## config.mk

```make
export PLATFORM = sky130hd
export DESIGN_NAME = key_debouncer_flat
export DESIGN_NICKNAME = d
export VERILOG_FILES = /design/src/rtl/key_debouncer_if.sv /design/src/rtl/key_debouncer.sv /design/src/flat_wrapper.sv
export SDC_FILE = /design/constraint.sdc
export NUM_CORES = 1
export LEC_CHECK = 0
export ABC_AREA = 1
export ABC_CLOCK_PERIOD_IN_PS = 2400
export BUFFER_PORTS_ARGS = -buffer_cell sky130_fd_sc_hd__clkbuf_2
export CAP_MARGIN = 25
export CORE_ASPECT_RATIO = 2
export CORE_MARGIN = 4
export CORE_UTILIZATION = 36
export DETAILED_ROUTE_END_ITERATION = 10
export HOLD_SLACK_MARGIN = 0.06
export PLACE_DENSITY = 0.56
export SKIP_LAST_GASP = 1
export SYNTH_ARGS = -nofsm -noshare
export SYNTH_HDL_FRONTEND = slang
export SYNTH_SLANG_ARGS = --single-unit
export TNS_END_PERCENT = 100
```

## constraint.sdc

```tcl
create_clock -name clk -period 2.4 [get_ports clk]
set_input_delay 0 -clock clk [delete_from_list [all_inputs] [get_ports clk]]
set_output_delay 0 -clock clk [all_outputs]
set_load 0.01 [all_outputs]
```

## src/rtl/key_debouncer_if.sv

```systemverilog
// Button-side signal bundle: raw pin in, conditioned level and event pulses out.
interface key_debouncer_if;
  logic key;
  logic key_level;
  logic press_pulse;
  logic release_pulse;
  logic long_press;

  modport master (
    output key,
    input  key_level,
    input  press_pulse,
    input  release_pulse,
    input  long_press
  );

  modport slave (
    input  key,
    output key_level,
    output press_pulse,
    output release_pulse,
    output long_press
  );
endinterface

```

## src/rtl/key_debouncer.sv

```systemverilog
// Synchronises and debounces one push-button; emits a clean level plus
// single-cycle press, release and long-press pulses.
module key_debouncer #(
  parameter int unsigned DEBOUNCE_CYCLES   = 500_000,
  parameter int unsigned LONG_PRESS_CYCLES = 25_000_000,
  parameter bit          ACTIVE_LOW        = 1'b1
) (
  input  logic            clk,
  input  logic            rst,
  key_debouncer_if.slave  bus
);

  localparam int unsigned CNT_W = ($clog2(LONG_PRESS_CYCLES) < 1) ? 1 : $clog2(LONG_PRESS_CYCLES);
  localparam logic [CNT_W-1:0] DB_LAST   = CNT_W'(DEBOUNCE_CYCLES - 1);
  localparam logic [CNT_W-1:0] HOLD_LAST = CNT_W'(LONG_PRESS_CYCLES - 1);

  typedef enum logic [1:0] {
    IDLE,
    DB_PRESS,
    PRESSED,
    DB_RELEASE
  } state_e;

  state_e           state_q, state_d;
  logic             sync1_q, sync2_q;
  logic [CNT_W-1:0] dbCnt_q, dbCnt_d;
  logic [CNT_W-1:0] holdCnt_q, holdCnt_d;
  logic             longDone_q, longDone_d;
  logic             longDoneDly_q;
  logic             keyLevel_q, keyLevel_d;
  logic             pressPulse_q, pressPulse_d;
  logic             releasePulse_q, releasePulse_d;
  logic             longPress_q, longPress_d;
  logic             pressed;
  logic             holding;

  assign pressed = sync2_q ^ ACTIVE_LOW;
  assign holding = (state_q == PRESSED) || (state_q == DB_RELEASE);

  always_ff @(posedge clk) begin
    if (rst) begin
      sync1_q        <= ACTIVE_LOW;
      sync2_q        <= ACTIVE_LOW;
      state_q        <= IDLE;
      dbCnt_q        <= '0;
      holdCnt_q      <= '0;
      longDone_q     <= 1'b0;
      longDoneDly_q  <= 1'b0;
      keyLevel_q     <= 1'b0;
      pressPulse_q   <= 1'b0;
      releasePulse_q <= 1'b0;
      longPress_q    <= 1'b0;
    end else begin
      sync1_q        <= bus.key;
      sync2_q        <= sync1_q;
      state_q        <= state_d;
      dbCnt_q        <= dbCnt_d;
      holdCnt_q      <= holdCnt_d;
      longDone_q     <= longDone_d;
      longDoneDly_q  <= longDone_q;
      keyLevel_q     <= keyLevel_d;
      pressPulse_q   <= pressPulse_d;
      releasePulse_q <= releasePulse_d;
      longPress_q    <= longPress_d;
    end
  end

  always_comb begin
    state_d   = state_q;
    dbCnt_d   = dbCnt_q;
    holdCnt_d = holdCnt_q;
    unique case (state_q)
      IDLE: begin
        if (pressed) begin
          state_d = DB_PRESS;
          dbCnt_d = '0;
        end
      end
      DB_PRESS: begin
        if (!pressed) begin
          state_d = IDLE;
        end else if (dbCnt_q == DB_LAST) begin
          state_d = PRESSED;
        end else begin
          dbCnt_d = dbCnt_q + CNT_W'(1);
        end
      end
      PRESSED: begin
        if (!pressed) begin
          state_d = DB_RELEASE;
          dbCnt_d = '0;
        end
      end
      DB_RELEASE: begin
        if (pressed) begin
          state_d = PRESSED;
        end else if (dbCnt_q == DB_LAST) begin
          state_d = IDLE;
        end else begin
          dbCnt_d = dbCnt_q + CNT_W'(1);
        end
      end
      default: state_d = IDLE;
    endcase

    if (holding && (holdCnt_q != HOLD_LAST)) begin
      holdCnt_d = holdCnt_q + CNT_W'(1);
    end
    if ((state_q == DB_PRESS) && (state_d == PRESSED)) begin
      holdCnt_d = '0;
    end

    // The hold counter idles at its saturated value, so only trust it while held.
    longDone_d = longDone_q;
    if (holding && (holdCnt_q == HOLD_LAST)) begin
      longDone_d = 1'b1;
    end
    if ((state_d == IDLE) && (state_q != IDLE)) begin
      longDone_d = 1'b0;
    end

    keyLevel_d     = (state_d == PRESSED) || (state_d == DB_RELEASE);
    pressPulse_d   = (state_q == DB_PRESS) && (state_d == PRESSED);
    releasePulse_d = (state_q == DB_RELEASE) && (state_d == IDLE);
    longPress_d    = longDone_q && !longDoneDly_q;
  end

  assign bus.key_level     = keyLevel_q;
  assign bus.press_pulse   = pressPulse_q;
  assign bus.release_pulse = releasePulse_q;
  assign bus.long_press    = longPress_q;

endmodule
```

## src/flat_wrapper.sv

```systemverilog
// flat-port wrapper written by rule: the top's interface ports become plain ports
module key_debouncer_flat 
#(
  parameter int unsigned DEBOUNCE_CYCLES   = 500_000,
  parameter int unsigned LONG_PRESS_CYCLES = 25_000_000,
  parameter bit          ACTIVE_LOW        = 1'b1
)
  (clk, rst, bus_key, bus_key_level, bus_press_pulse, bus_release_pulse, bus_long_press);
  key_debouncer_if bus_i ();
  input  logic clk;
  input  logic rst;
  input wire logic [$bits(bus_i.key)-1:0] bus_key;
  output wire logic [$bits(bus_i.key_level)-1:0] bus_key_level;
  output wire logic [$bits(bus_i.press_pulse)-1:0] bus_press_pulse;
  output wire logic [$bits(bus_i.release_pulse)-1:0] bus_release_pulse;
  output wire logic [$bits(bus_i.long_press)-1:0] bus_long_press;
  assign bus_i.key = bus_key;
  assign bus_key_level = bus_i.key_level;
  assign bus_press_pulse = bus_i.press_pulse;
  assign bus_release_pulse = bus_i.release_pulse;
  assign bus_long_press = bus_i.long_press;
  key_debouncer #(.DEBOUNCE_CYCLES(DEBOUNCE_CYCLES), .LONG_PRESS_CYCLES(LONG_PRESS_CYCLES), .ACTIVE_LOW(ACTIVE_LOW)) u_core (.clk(clk), .rst(rst), .bus(bus_i));
endmodule
```

==> summary.md, run 1 <==
| Metric | Value |
|---|---|
| Most area-consuming cells after synthesis | dfxtp_1, nand2_1, nor2_1 |
| Max Clock Freq | 490 MHz |
| Cell Rows | 51 |
| CTS clk-pin slew, worst paths | 0.06 ns |
| Critical path required time | 2.67 ns |
| Gr ovfl total | 0 |
| Clk buf depth | 2 |
| Io pins | 7 |
| Synthesis Warnings | 0 |
| Top-count cell post-synth | nand2_1 |
| Setup Buffers After CTS | 0 |
| Post-CTS Resized | 0 |
| GP Congestion | 0.927 |
| Pre-Repair DR Iteration Count | 5 |
| Clock share of power | 55.1% |
| CTS buffer count | 9 |
| HP Start | rst |
| Antenna violations before repair | 0 |
| Area of the core | 0.00976 sq mm |
| Sequential share of power | 42.8% |
| Final Core Density | 41.8% |
| DR vias/cell | 4.98 |
| Clk_skew | 0.00850 ns |
| DRC viols | 0 |
| Largest net degree at the start of global routing | 26 |
| Hold Buf Count CTS | 1 |
| DRT Wirelength | 9660 um |
| Antenna cell count | 0 |
| Post-synth top area share | 33.4% |
| Yosys top cell by area | dfxtp_1 |
| DP HPWL | 7310 um |
| CP Launch Point | u_core.dbCnt_q[0] |
| Global Route Usage Sum | 17.5% |
| Final hold slack | 0.121 ns |
| CTS tree | yes |
| Worst R2R Start | u_core.dbCnt_q[0] |
| Port Buf Inserts | 6 |
| Die area | 0.0117 sq mm |
| First-pass GRT wire length | 15800 um |
| Syn Nets | 571 |
| Slew Viols, Final | 0 |
| WL/cell | 13.5 um |
| Leakage power | 0.00141 uW |
| Die Y | 149 um |
| Count of cell types in the netlist | 31 |
| Top post-synthesis cells by count | nand2_1, nor2_1, dfxtp_1 |
| Starting DRT DRC Count | 171 |
| Fillers | 1026 |
| Min-delay worst type | input port to flop |
| FF/Latch Area | 0.00120 sq mm |
| Worst path bufs/invs | 1 |
| Pin slew with the least headroom to its limit | 0.429 ns |
| Total power | 2340 uW |
| CP arrival | 2.31 ns |
| Mean Syn Cell Area | 6.35 sq um |
| Final nets | 582 |
| Normalized max-slew margin | 71.4% |
| # clock sinks | 60 |
| Area occupied by multi-input gates | 0.00215 sq mm |
| Place WS | 0.400 ns |
| Worst vdd ir | 356 uV |
| Setup Viol. Count Final | 0 |
| Number of flops mapped to enable cells by yosys | 0 |
| Startpoint Class | flop |
| Vias | 3555 |
| Critical path's largest stage delay | 0.37 ns |
| Critical Path End Type | flop |
| Fin Setup TNS | 0 ns |
| Antenna-violating nets left | 0 |
| Setup ws final | 0.361 ns |
| Yosys reg bits | 60 |
| H-tree levels | 3 |
| Fin crit share | 85.0% |
| Worst skew pair latency | 0.34 ns |
| Mapped Area | 0.00359 sq mm |
| Slowest-stage cell, CP | dfxtp_1 |
| Crit path kind | flop to flop |
| Delay-heaviest family, CP | simple AND/OR/NAND/NOR gates |
| PwrDens | 573 mW/mm^2 |
| Post-synth top flop | dfxtp_1 |
| Max_cap viols | 0 |
| Status | completed |
| Area grow syn2layout | 13.5% |
| Share of layout cells above drive strength 1 | 11.2% |
| Hold Vio Cnt, Final | 0 |
| Post-Synthesis Cells | 566 |
| Final min period | 2.04 ns |
| Seq/Total Area, Yosys | 33.4% |
| Logic pwr share | 2.1% |
| Vias in the first global route | 3441 |
| Cells along the critical path | ha_1, nand2_2, nor2_4, nand3_1, nor2_1, nand2_2, nand3_1, nand2_1, inv_2, nand2_1, nor2_1 |
| FFs w/ async S/R, synth | 0% |
| Switching share of total power | 22.7% |
| RSZ-0062 raised after global routing | false |
| Sw power | 530 uW |
| Starting Density | 36.8% |
| Internal Dissipation | 1810 uW |
| Die X | 78.7 um |
| Root Buffer | clkbuf_16 |
| Critical Path Fanout Max | 15 |
worst register-to-register path, stage by stage, from the launching register on:
cell	delay (ns)
dfxtp_1	0.37
ha_1	0.21
nand2_2	0.09
nor2_4	0.15
nand3_1	0.10
nor2_1	0.17
nand2_2	0.22
nand3_1	0.13
nand2_1	0.10
inv_2	0.24
nand2_1	0.09
nor2_1	0.10
registers in the layout (all words and copies together) (netlist names):
| signal | count |
|---|---|
| u_core.dbCnt_q | 25 |
| u_core.bus.long_press | 1 |
| u_core.bus.release_pulse | 1 |
| u_core.sync1_q | 1 |
| u_core.longDoneDly_q | 1 |
| u_core.bus.key_level | 1 |
| u_core.bus.press_pulse | 1 |
| u_core.state_q | 2 |
| u_core.holdCnt_q | 25 |
| u_core.sync2_q | 1 |
| u_core.longDone_q | 1 |
cells by family (layout without fill, tap and decap cells):
logic type                 Yosys count  count (layout)  share of synthesized area (%)
and+or+nand+nor                    381             381                           44.9
DFF                                 60              60                           33.4
buffers and inverters               56              72                           6.89
AOI/OAI and AO/OA                   47              47                           9.26
xor gates and xnor gates            20              20                           4.87
adders and majority gates            2               2                          0.696
area by class of cell:
class                           count  share of cell area, %
Clock buffer                        9                   5.52
Clock inverter                      7                   1.66
Inverter                           42                   3.86
Multi-Input combinational cell    450                   52.6
Sequential cell                    60                   29.4
Tap cell                          132                   4.05
Timing Repair Buffer               14                   2.88
worst paths after layout:
path,end,slack (ns),depth (start not counted)
max,u_core.dbCnt_q[18],0.36,11
max reg2reg,u_core.dbCnt_q[18],0.36,11
min reg2reg,u_core.bus.long_press,0.38,1
min,u_core.dbCnt_q[7],0.12,2
power groups by stage:
| stage | registers (uW) | clock network [uW] | logic [uW] |
|---|---|---|---|
| detailed placement | 1020 | 0 | 49.2 |
| global route | 1000 | 1350 | 54.5 |
| finish | 1000 | 1290 | 49.7 |
| floorplan | 1020 | 0 | 36.3 |
| global placement | 1020 | 0 | 48.9 |
| CTS | 1000 | 1310 | 50.6 |
cell usage in the layout, fill, tap and decap left out, types with 5 or more instances in the layout:
cell / netlist / layout
buf_4: 2 / 5
a21oi_1: 15 / 15
nand4_1: 16 / 16
o21ai_0: 7 / 7
nand2_2: 7 / 7
inv_1: 41 / 41
nor2_1: 103 / 103
a21oi_2: 20 / 20
nand3b_1: 9 / 9
nor3_1: 18 / 18
clkbuf_2: 0 / 6
dfxtp_1: 60 / 60
xnor2_1: 5 / 5
xor2_1: 15 / 15
clkbuf_16: 0 / 9
nand3_1: 23 / 23
nand2_1: 197 / 197
metrics by stage:
step / area (sq um) / cells
2_1_floorplan: 3590 / 566
3_3_place_gp: 3780 / 697
3_5_place_dp: 3780 / 697
4_1_cts: 4080 / 714
5_1_grt: 4080 / 714
6_report: 4080 / 714
per-layer routing:
layer | global-route usage [%] | wire, um | vias up | part of all wire [%]
met5 | 0 | 0 | - | 0
met4 | 15.0 | 734 | 0 | 7.6
met3 | 3.26 | 259 | 43 | 2.7
met2 | 33.2 | 5320 | 73 | 55
met1 | 15.1 | 3350 | 1619 | 35
li1 | - | - | 1820 | -
No activity file was read; power rests on OpenSTA's default activity.
==> run 2: changes to the inputs <==
--- a/config.mk
+++ b/config.mk
@@ -6,7 +6,7 @@
 export NUM_CORES = 1
 export LEC_CHECK = 0
 export ABC_AREA = 1
-export ABC_CLOCK_PERIOD_IN_PS = 2400
+export ABC_CLOCK_PERIOD_IN_PS = 1950
 export BUFFER_PORTS_ARGS = -buffer_cell sky130_fd_sc_hd__clkbuf_2
 export CAP_MARGIN = 25
 export CORE_ASPECT_RATIO = 2
==> constraint.sdc (replaced) <==
create_clock -name clk -period 1.95 [get_ports clk]
set_input_delay 0 -clock clk [delete_from_list [all_inputs] [get_ports clk]]
set_output_delay 0 -clock clk [all_outputs]
set_load 0.01 [all_outputs]
==> run 2 against run 1 <==
Against the previous run: via count rose by 1.0%; die area stayed put; fmax is 12% higher; largest power group unchanged; power grew 33%; clock-buffer cell count is 4 higher; cell count rose by 2.1%.
==> summary.md, run 2 (synthesized netlist as in run 1, its figures left out) <==
| Metric | Value |
|---|---|
| Status | completed |
| Antenna-violating nets left | 0 |
| Reg2Reg Setup Slack | 0.13 ns |
| Root Buffer | clkbuf_16 |
| Global Route Usage Sum | 18.5% |
| Startpoint Class | flop |
| Die Y | 149 um |
| # clock sinks | 60 |
| Leading registers by flop count | u_core.dbCnt_q (25), u_core.holdCnt_q (25), u_core.state_q (2) |
| Cell Rows | 51 |
| Io pins | 7 |
| Cells along the critical path | ha_1, nand2_2, nor2_4, nand3_1, nor2_1, nand2_2, nand2_4, clkinvlp_4, nand2_1, nand2_1, inv_1, nor2_1 |
| Area grow syn2layout | 18.3% |
| Slew Viols, Final | 0 |
| Commonest non-fill, non-tap cell in the layout | nand2_1 |
| Crit path kind | flop to flop |
| Setup Buffers After CTS | 0 |
| Antenna cell count | 0 |
| Final nets | 597 |
| Place WS | 0.121 ns |
| DRC viols | 0 |
| Fin Setup TNS | 0 ns |
| HP Start | rst |
| Share of layout cells above drive strength 1 | 13.6% |
| Clk_skew | 0.00757 ns |
| Critical path's largest stage delay | 0.37 ns |
| Vias | 3592 |
| DRT Wirelength | 10000 um |
| DP HPWL | 7680 um |
| Pin slew with the least headroom to its limit | 0.432 ns |
| First-pass GRT wire length | 16600 um |
| Post-Layout Inst Area | 0.00425 sq mm |
| Area of the core | 0.00976 sq mm |
| Leakage power | 0.00150 uW |
| Critical path required time | 2.18 ns |
| H-tree levels | 3 |
| Final min period | 1.82 ns |
| Worst skew pair latency | 0.34 ns |
| Fillers | 1027 |
| Starting Density | 36.8% |
| Hold path endpoint | u_core.dbCnt_q[8] |
| Largest net degree at the start of global routing | 26 |
| Slowest-stage cell, CP | dfxtp_1 |
| Max_cap viols | 0 |
| Hold Vio Cnt, Final | 0 |
| Clk buf depth | 2 |
| CTS clk-pin slew, worst paths | 0.06 ns |
| CTS buffer count | 9 |
| WHS Path Cells | 2 |
| Die area | 0.0117 sq mm |
| Port Buf Inserts | 6 |
| Pre-Repair DR Iteration Count | 4 |
| CTS tree | yes |
| GP Congestion | 0.914 |
| Worst R2R Start | u_core.dbCnt_q[0] |
| Min-delay worst type | input port to flop |
| Worst vdd ir | 408 uV |
| Normalized max-slew margin | 71.0% |
| DR vias/cell | 4.93 |
| Fin crit share | 93.3% |
| RSZ-0062 raised after global routing | true |
| WL/cell | 13.7 um |
| Reg2reg end | u_core.dbCnt_q[15] |
| Critical Path Fanout Max | 6 |
| Gr ovfl total | 0 |
| Most frequent cells in the layout | nand2_1, nor2_1, dfxtp_1, inv_1, nand3_1 |
| Setup ws final | 0.131 ns |
| CP arrival | 2.05 ns |
| Antenna violations before repair | 0 |
| Starting DRT DRC Count | 151 |
| Critical Path End Type | flop |
| Placed cell areas | 0.00388 sq mm |
| Setup Viol. Count Final | 0 |
| PwrDens | 728 mW/mm^2 |
| Die X | 78.7 um |
| Vias in the first global route | 3568 |
| Max Clock Freq | 550 MHz |
| R2R depth | 12 |
run 2: cell count changes in the layout (fill, tap and decap cells not counted), sizes merged:
| cell | previous run | this run |
|---|---|---|
| buf | 7 | 21 |
| bufinv | 1 | 2 |
| inv | 42 | 40 |
| clkinv | 3 | 1 |
| clkbuf | 15 | 19 |
run 2: worst max-delay path, delay by kind of cell, from the launching register on:
family	cells	cell delay, ns
and+or+nand+nor	9	0.90
DFF	1	0.37
buffers and inverters	2	0.24
adders and majority gates	1	0.22
run 2: power by group:
part           leakage, uW  switching, uW  internal, uW
sequential        0.000484           2.43          1230
combinational     0.000852           51.9          19.2
clock             0.000162            571          1220
run 2: worst max-delay path by stage:
stage | startpoint | endpoint | slack, ns | cells after the start
after global placement | u_core.dbCnt_q[0] | u_core.dbCnt_q[15] | 0.20 | 12
final | u_core.dbCnt_q[0] | u_core.dbCnt_q[15] | 0.13 | 12
after floorplan | u_core.holdCnt_q[0] | u_core.holdCnt_q[4] | 0.21 | 9
after detailed placement | u_core.dbCnt_q[0] | u_core.dbCnt_q[15] | 0.12 | 12
after CTS | u_core.dbCnt_q[0] | u_core.dbCnt_q[15] | 0.10 | 11
after global routing | u_core.dbCnt_q[0] | u_core.dbCnt_q[16] | -0.03 | 11
run 2: stage by stage:
step	hold slack (ns)	instances	utilization, %	power (uW)
after detailed placement	0.193	711	39.8	1330
after global routing	0.138	729	43.6	3210
after floorplan	0.104	566	-	1300
after CTS	0.110	728	43.3	3150
after global placement	0.191	711	39.8	1330
final	0.124	729	43.6	3100
run 2: layer usage:
metal  wire, um  GRT usage, %
met5          0             0
met4        711          14.0
met3        223          3.81
met2       5580          35.3
met1       3480          16.4
run 2: layout make-up:
class	count	area [sq um]	area share (%)
repair buffers	28	223	5.24
clock buffers	13	270	6.35
well taps	132	165	3.88
clock inverters	3	67.6	1.59
flip-flops and latches	60	1200	28.2
repair inverters	1	7.51	0.176
inverters	42	166	3.91
multi-input cells	450	2150	50.6
run 2: repair_timing:
item | CTS | global route
gates resized for setup | 0 | 7
setup endpoints to repair | 0 | 20
endpoints found under the hold margin | 1 | 0
hold buffers | 1 | 0
